**config.mk**
```make
export PLATFORM = sky130hd
export DESIGN_NAME = cpu_memory_stage
export DESIGN_NICKNAME = d
export VERILOG_FILES = /design/src/rtl/cpu_memory_stage.sv
export SDC_FILE = /design/constraint.sdc
export NUM_CORES = 1
export LEC_CHECK = 0
export BUFFER_PORTS_ARGS = -buffer_cell sky130_fd_sc_hd__buf_2
export CORE_ASPECT_RATIO = 0.5
export CORE_MARGIN = 4
export CORE_UTILIZATION = 52
export CTS_CLUSTER_DIAMETER = 150
export CTS_CLUSTER_SIZE = 25
export DETAILED_ROUTE_END_ITERATION = 12
export PLACE_DENSITY = 0.84
export SLEW_MARGIN = 20
export SYNTH_ARGS = -nofsm -noshare
export SYNTH_HDL_FRONTEND = slang
export SYNTH_SLANG_ARGS = --single-unit
```
**constraint.sdc**
```tcl
create_clock -name clk -period 16 [get_ports clk]
set_input_delay 3.2 -clock clk [delete_from_list [all_inputs] [get_ports clk]]
set_output_delay 3.2 -clock clk [all_outputs]
set_load 0.1 [all_outputs]
```
**src/rtl/cpu_memory_stage.sv**
```systemverilog
// cpu_memory_stage: stack CPU stage 3a->4a.
// Resolves branches, selects the stack push word and registers the 3a->4a
// pipeline slot. Loads and stores go through a variable-latency req/ack bus
// master, and upstream is stalled until the access completes.
// Optional feature macro: CPU_MEM_TIMEOUT_EN adds a bus timeout counter and
// the o_bus_err pulse output; without it a request waits for ack forever.
module cpu_memory_stage #(
  parameter int DATA_W = 32,
  parameter int TAG_W  = 3,
  parameter int ADDR_W = 8,
  parameter int PC_W   = 32,
  parameter int OFFS_W = 16,
  parameter int POP_W  = 11
`ifdef CPU_MEM_TIMEOUT_EN
  , parameter int TIMEOUT = 255
`endif
) (
  input  logic                    clk,
  input  logic                    rst,
  input  logic                    i_in_valid_3a,
  input  logic [1:0]              i_c__branch_3a,
  input  logic                    i_alu__cond_3a,
  input  logic [DATA_W-1:0]       i_alu__out_3a,
  input  logic [OFFS_W-1:0]       i_offs_3a,
  input  logic [PC_W-1:0]         i_pc_3a,
  input  logic                    i_c__mem_rd_3a,
  input  logic                    i_c__mem_write_3a,
  input  logic [ADDR_W-1:0]       i_c__mem_addr_3a,
  input  logic [2:0]              i_c__to_push_3a,
  input  logic [TAG_W+DATA_W-1:0] i_imm_3a,
  input  logic [TAG_W+DATA_W-1:0] i_r0_3a,
  input  logic [TAG_W+DATA_W-1:0] i_r1_3a,
  input  logic [POP_W-1:0]        i_st__to_pop_3a,
  input  logic                    i_stall_4a,
  output logic                    o_stall_3a,
  output logic                    o_kill_4a,
  output logic [PC_W-1:0]         o_branch_target_4a,
  output logic                    o_valid_4a,
  output logic [PC_W-1:0]         o_pc_4a,
  output logic [2:0]              o_c__to_push_4a,
  output logic [POP_W-1:0]        o_st__to_pop_4a,
  output logic [TAG_W+DATA_W-1:0] o_st__to_push_4a,
  output logic                    o_bus_req,
  output logic                    o_bus_we,
  output logic [ADDR_W-1:0]       o_bus_addr,
  output logic [DATA_W-1:0]       o_bus_wdata,
`ifdef CPU_MEM_TIMEOUT_EN
  output logic                    o_bus_err,
`endif
  input  logic                    i_bus_ack,
  input  logic [DATA_W-1:0]       i_bus_rdata
);

  localparam logic [1:0] BR_NONE     = 2'd0;
  localparam logic [1:0] BR_REL      = 2'd1;
  localparam logic [1:0] BR_REL_COND = 2'd2;
  localparam logic [1:0] BR_ALU      = 2'd3;

  localparam logic [2:0] PUSH_NONE = 3'd0;
  localparam logic [2:0] PUSH_ALU  = 3'd1;
  localparam logic [2:0] PUSH_IMM  = 3'd2;
  localparam logic [2:0] PUSH_REG0 = 3'd3;
  localparam logic [2:0] PUSH_REG1 = 3'd4;
  localparam logic [2:0] PUSH_MEM  = 3'd5;

  localparam logic [TAG_W-1:0] TYPE_INTEGER = TAG_W'(1);

  typedef enum logic [1:0] {S_IDLE, S_REQ, S_DONE} state_t;

  state_t                    r_state;
  logic                      r_busWe;
  logic [ADDR_W-1:0]         r_busAddr;
  logic [DATA_W-1:0]         r_busWdata;
  logic [DATA_W-1:0]         r_rdata;
  logic                      r_valid4a;
  logic [PC_W-1:0]           r_pc4a;
  logic [2:0]                r_toPush4a;
  logic [POP_W-1:0]          r_toPop4a;
  logic [TAG_W+DATA_W-1:0]   r_pushWord4a;

  logic                      w_isMem;
  logic                      w_stall3a;
  logic                      w_adv;
  logic                      w_taken;
  logic [PC_W-1:0]           w_target;
  logic [POP_W-1:0]          w_popCount;
  logic [TAG_W+DATA_W-1:0]   w_pushWord;

`ifdef CPU_MEM_TIMEOUT_EN
  localparam int TMR_W = $clog2(TIMEOUT + 1);
  logic [TMR_W-1:0]          r_timer;
  logic                      r_busErr;
  assign o_bus_err = r_busErr;
`endif

  assign w_isMem = i_in_valid_3a & (i_c__mem_rd_3a | i_c__mem_write_3a);
  assign w_adv   = i_in_valid_3a & ~w_stall3a;

  // Upstream holds while an access is being started or is on the bus
  always_comb begin
    w_stall3a = 1'b1;
    case (r_state)
      S_IDLE:  w_stall3a = w_isMem | i_stall_4a;
      S_REQ:   w_stall3a = 1'b1;
      S_DONE:  w_stall3a = i_stall_4a;
      default: w_stall3a = 1'b1;
    endcase
  end

  // Branch decision: unconditional kinds always redirect, REL_COND on the ALU flag
  always_comb begin
    w_taken = 1'b0;
    case (i_c__branch_3a)
      BR_NONE:     w_taken = 1'b0;
      BR_REL:      w_taken = 1'b1;
      BR_REL_COND: w_taken = i_alu__cond_3a;
      BR_ALU:      w_taken = 1'b1;
      default:     w_taken = 1'b0;
    endcase
  end

  assign w_target = (i_c__branch_3a == BR_ALU) ? PC_W'(i_alu__out_3a)
                                               : i_pc_3a + PC_W'($signed(i_offs_3a));

  assign w_popCount = (i_st__to_pop_3a == POP_W'(3)) ? i_alu__out_3a[POP_W-1:0]
                                                     : i_st__to_pop_3a;

  // Push word selection; loaded data is tagged as an integer like ALU results
  always_comb begin
    w_pushWord = '0;
    case (i_c__to_push_3a)
      PUSH_NONE: w_pushWord = '0;
      PUSH_ALU:  w_pushWord = {TYPE_INTEGER, i_alu__out_3a};
      PUSH_IMM:  w_pushWord = i_imm_3a;
      PUSH_REG0: w_pushWord = i_r0_3a;
      PUSH_REG1: w_pushWord = i_r1_3a;
      PUSH_MEM:  w_pushWord = {TYPE_INTEGER, r_rdata};
      default:   w_pushWord = '0;
    endcase
  end

  // Bus master FSM: one outstanding access, store wins when rd and wr are both set
  always_ff @(posedge clk or posedge rst) begin
    if (rst) begin
      r_state    <= S_IDLE;
      r_busWe    <= 1'b0;
      r_busAddr  <= '0;
      r_busWdata <= '0;
      r_rdata    <= '0;
`ifdef CPU_MEM_TIMEOUT_EN
      r_timer    <= '0;
      r_busErr   <= 1'b0;
`endif
    end else begin
`ifdef CPU_MEM_TIMEOUT_EN
      r_busErr <= 1'b0;
`endif
      case (r_state)
        S_IDLE: begin
          if (w_isMem) begin
            r_busWe    <= i_c__mem_write_3a;
            r_busAddr  <= i_c__mem_addr_3a;
            r_busWdata <= i_alu__out_3a;
            r_state    <= S_REQ;
`ifdef CPU_MEM_TIMEOUT_EN
            r_timer    <= '0;
`endif
          end
        end
        S_REQ: begin
          if (i_bus_ack) begin
            r_rdata <= i_bus_rdata;
            r_state <= S_DONE;
          end
`ifdef CPU_MEM_TIMEOUT_EN
          else if (r_timer == TMR_W'(TIMEOUT - 1)) begin
            r_rdata  <= '0;
            r_busErr <= 1'b1;
            r_state  <= S_DONE;
          end else begin
            r_timer <= r_timer + 1'b1;
          end
`endif
        end
        S_DONE: begin
          if (!i_stall_4a) r_state <= S_IDLE;
        end
        default: r_state <= S_IDLE;
      endcase
    end
  end

  // 4a pipeline slot: load on advance, bubble when downstream drains, hold on stall
  always_ff @(posedge clk or posedge rst) begin
    if (rst) begin
      r_valid4a    <= 1'b0;
      r_pc4a       <= '0;
      r_toPush4a   <= '0;
      r_toPop4a    <= '0;
      r_pushWord4a <= '0;
    end else if (w_adv) begin
      r_valid4a    <= 1'b1;
      r_pc4a       <= i_pc_3a;
      r_toPush4a   <= i_c__to_push_3a;
      r_toPop4a    <= w_popCount;
      r_pushWord4a <= w_pushWord;
    end else if (!i_stall_4a) begin
      r_valid4a    <= 1'b0;
    end
  end

  assign o_stall_3a         = w_stall3a;
  assign o_kill_4a          = w_adv & w_taken;
  assign o_branch_target_4a = w_target;
  assign o_valid_4a         = r_valid4a;
  assign o_pc_4a            = r_pc4a;
  assign o_c__to_push_4a    = r_toPush4a;
  assign o_st__to_pop_4a    = r_toPop4a;
  assign o_st__to_push_4a   = r_pushWord4a;
  assign o_bus_req          = (r_state == S_REQ);
  assign o_bus_we           = r_busWe;
  assign o_bus_addr         = r_busAddr;
  assign o_bus_wdata        = r_busWdata;

endmodule
```
==> results.json <==
{
  "status": "finished clean",
  "post_cts_resize_count": 0,
  "ys_warn_count": 0,
  "period_needed_ns": 9.43,
  "drt_pass1_iterations": 5,
  "grt_pass1_vias": 8899,
  "fin_tns_setup_ns": 0,
  "drive_gt1_frac": 0.453,
  "clkTransAtPathRegs_ns": 0.07,
  "cp-start-kind": "input port",
  "cpPeakStageDelay_ns": 0.46,
  "slew-limit-headroom": 0.302,
  "clk_latency_ns": 0.42,
  "use_met3": 0.0591,
  "p_seq_frac": 0.229,
  "min_path_cells": 2,
  "antenna_found_initial": 4,
  "yosysMostFrequentCell": "dfrtp_1",
  "p_comb_frac": 0.632,
  "swShare": 0.613,
  "crit_path_frequent_cell": "buf_2",
  "cap_viol_max_count": 0,
  "syn_nets": 1196,
  "synth_area_leaders": "dfrtp_1, mux2_2, a21oi_1, ha_1, mux2i_1",
  "intPower_mw": 1.17,
  "core_mm2": 0.0175,
  "synthFlopType": "dfrtp_1",
  "hp-class": "reg2reg",
  "hpwl_um": 25200,
  "viasPerCell": 5.97,
  "synth_async_sr_flop_share": 1.00,
  "synth_top_area_cell": "dfrtp_1",
  "critPathTopFamily": "compound AO/OA/AOI/OAI gates",
  "crit_buf_inv": 2,
  "timing.rr.end": "o_st__to_push_4a[21]",
  "cts_hold_buf": 0,
  "clkPwrFrac": 0.139,
  "yosysUniqueCellTypes": 64,
  "path_depth": 10,
  "syn_inst": 915,
  "drc": 0,
  "drt_iter0_markers": 633,
  "worstHoldStart": "o_st__to_pop_4a[4]",
  "crit_start": "i_offs_3a[15]",
  "regToRegSetupSlack_ns": 13.14,
  "whs_ns": 0.489,
  "area_growth_syn_to_layout_pct": 29.4,
  "die_w_um": 197,
  "antenna_left": 0,
  "fin_skew_ns": 0.0102,
  "power.switching_mw": 1.85,
  "cp-end-kind": "output port",
  "fin_crit_sh": 0.590,
  "worstMarginPinSlew_ns": 1.05,
  "rows": 34,
  "wl_um": 32700,
  "gr-total-overflow": 0,
  "tritoncts": "done",
  "synth_common_cells": "dfrtp_1, a21oi_1, mux2_2",
  "place.gp.congestion": 0.925,
  "busiest_layer": "met2",
  "cts_buffers": 17,
  "grt_max_degree": 110,
  "rr_worst_depth": 6,
  "grt_use_met1": 0.423,
  "post_cts_buffers": 0,
  "cts_root_buffer": "clkbuf_16",
  "setup_viol": 0,
  "wl_per_cell_um": 21.3,
  "maxSlewViolCount": 0,
  "port_buffers": 406,
  "die_area_mm2": 0.0203,
  "cts_buffer_depth": 2,
  "power_leakage_nw": 5.96,
  "slowest_stage": "a2111oi_0",
  "ys_seq_area_frac": 0.422,
  "synth.top_cell.area_share": 0.422,
  "io_pins": 407,
  "critical_path_required_ns": 12.80,
  "grt_pass1_wl_um": 49200,
  "rsz0062_at_grt": "false",
  "irDropWorstVdd_mv": 0.243,
  "min_to": "o_st__to_pop_4a[4]",
  "fmax_mhz": 106,
  "cp_data_arrival_time_ns": 6.23,
  "num_vias": 9145,
  "synth_area_per_cell_um2": 10.2,
  "critPathKind": "in2out",
  "htree_levels": 4,
  "hold_viol": 0,
  "start_util": 0.533,
  "netlist_area_mm2": 0.00932,
  "r2r_start": "r_state[0]",
  "power_density_mw_per_mm2": 250,
  "cts.sinks": 157,
  "die_y_um": 103,
  "ys_ff_latch": 157,
  "grt_use_met2": 0.521,
  "synth_edf_count": 0,
  "grt_usage": 0.310,
  "nNetsFinal": 1564,
  "crit_chain": "buf_2 -> ha_1 -> a21oi_1 -> o21ai_0 -> a2111oi_0 -> o22ai_1 -> o2111ai_1 -> nand3b_1 -> a31oi_1 -> buf_2",
  "cp_max_fo": 17
}
## per-stage QoR
stage	instance area, µm²	util	std cells	setup slack, ns	power (mW)
after floorplan	9320	-	915	4.80	2.25
after global placement	11400	0.654	1498	6.76	2.56
after detailed placement	11400	0.654	1498	6.72	2.59
after CTS	12100	0.689	1530	6.72	3.01
after global routing	12100	0.690	1532	6.37	3.11
final	12100	0.690	1532	6.57	3.01
## cells in the final DEF, fill, tap and decap left out, types with 32 or more instances in the layout
cell type,instances
mux2i_1,32
dfrtp_1,157
buf_2,406
a21oi_1,114
nand2_1,57
a221oi_1,32
a22o_1,35
nor2_1,71
o21ai_0,41
mux2_2,112
## tightest hold or removal path, stage by stage (launching register included)
cell     delay [ns]
dfrtp_1        0.34
nand2_1        0.05
o21ai_0        0.06
## worst max-delay path by stage
stage	end	slack [ns]
floorplan	o_branch_target_4a[21]	4.80
global placement	o_branch_target_4a[16]	6.76
detailed placement	o_branch_target_4a[31]	6.72
CTS	o_branch_target_4a[31]	6.72
global route	o_branch_target_4a[31]	6.37
finish	o_branch_target_4a[31]	6.57
## power groups by stage
stage / clock, mW / combinational, mW / sequential, mW
after detailed placement: 0 / 1.90 / 0.691
after floorplan: 0 / 0.473 / 1.78
after CTS: 0.425 / 1.90 / 0.685
final: 0.420 / 1.90 / 0.688
after global routing: 0.443 / 1.96 / 0.707
after global placement: 0 / 1.88 / 0.677
## area by class of cell
cell class | count | area [µm²]
repair buffers | 416 | 2110
clock inverters | 15 | 190
flip-flops and latches | 157 | 3930
well taps | 234 | 293
fillers | 1407 | 5430
inverters | 11 | 48.8
diodes | 2 | 5.00
clock buffers | 17 | 425
multi-input cells | 680 | 5060
## kinds of logic after synthesis
| group | share of synthesized area |
|---|---|
| flip-flops | 0.422 |
| AND/OR/NAND/NOR | 0.0881 |
| adder cells (fa/ha/maj) | 0.0438 |
| AO/OA/AOI/OAI | 0.218 |
| multiplexers | 0.170 |
| buffers and inverters | 0.0384 |
| XOR/XNOR | 0.0207 |
## flip-flops by register name, indices dropped and copies added, names as in the netlist, 2 cells and up
signal,cells
o_st__to_push_4a,35
o_c__to_push_4a,3
o_st__to_pop_4a,11
o_bus_addr,8
r_rdata,32
r_state,2
o_pc_4a,32
o_bus_wdata,32
## metal layers
| metal | vias to the layer above | routed length [µm] | share of wire |
|---|---|---|---|
| met1 | 4519 | 13800 | 0.42 |
| met3 | 62 | 2360 | 0.072 |
| met5 | - | 13 | 0.00040 |
| met4 | 2 | 759 | 0.023 |
| li1 | 4160 | - | - |
| met2 | 402 | 15800 | 0.48 |
Note: power is estimated with default switching activity, not from simulation.
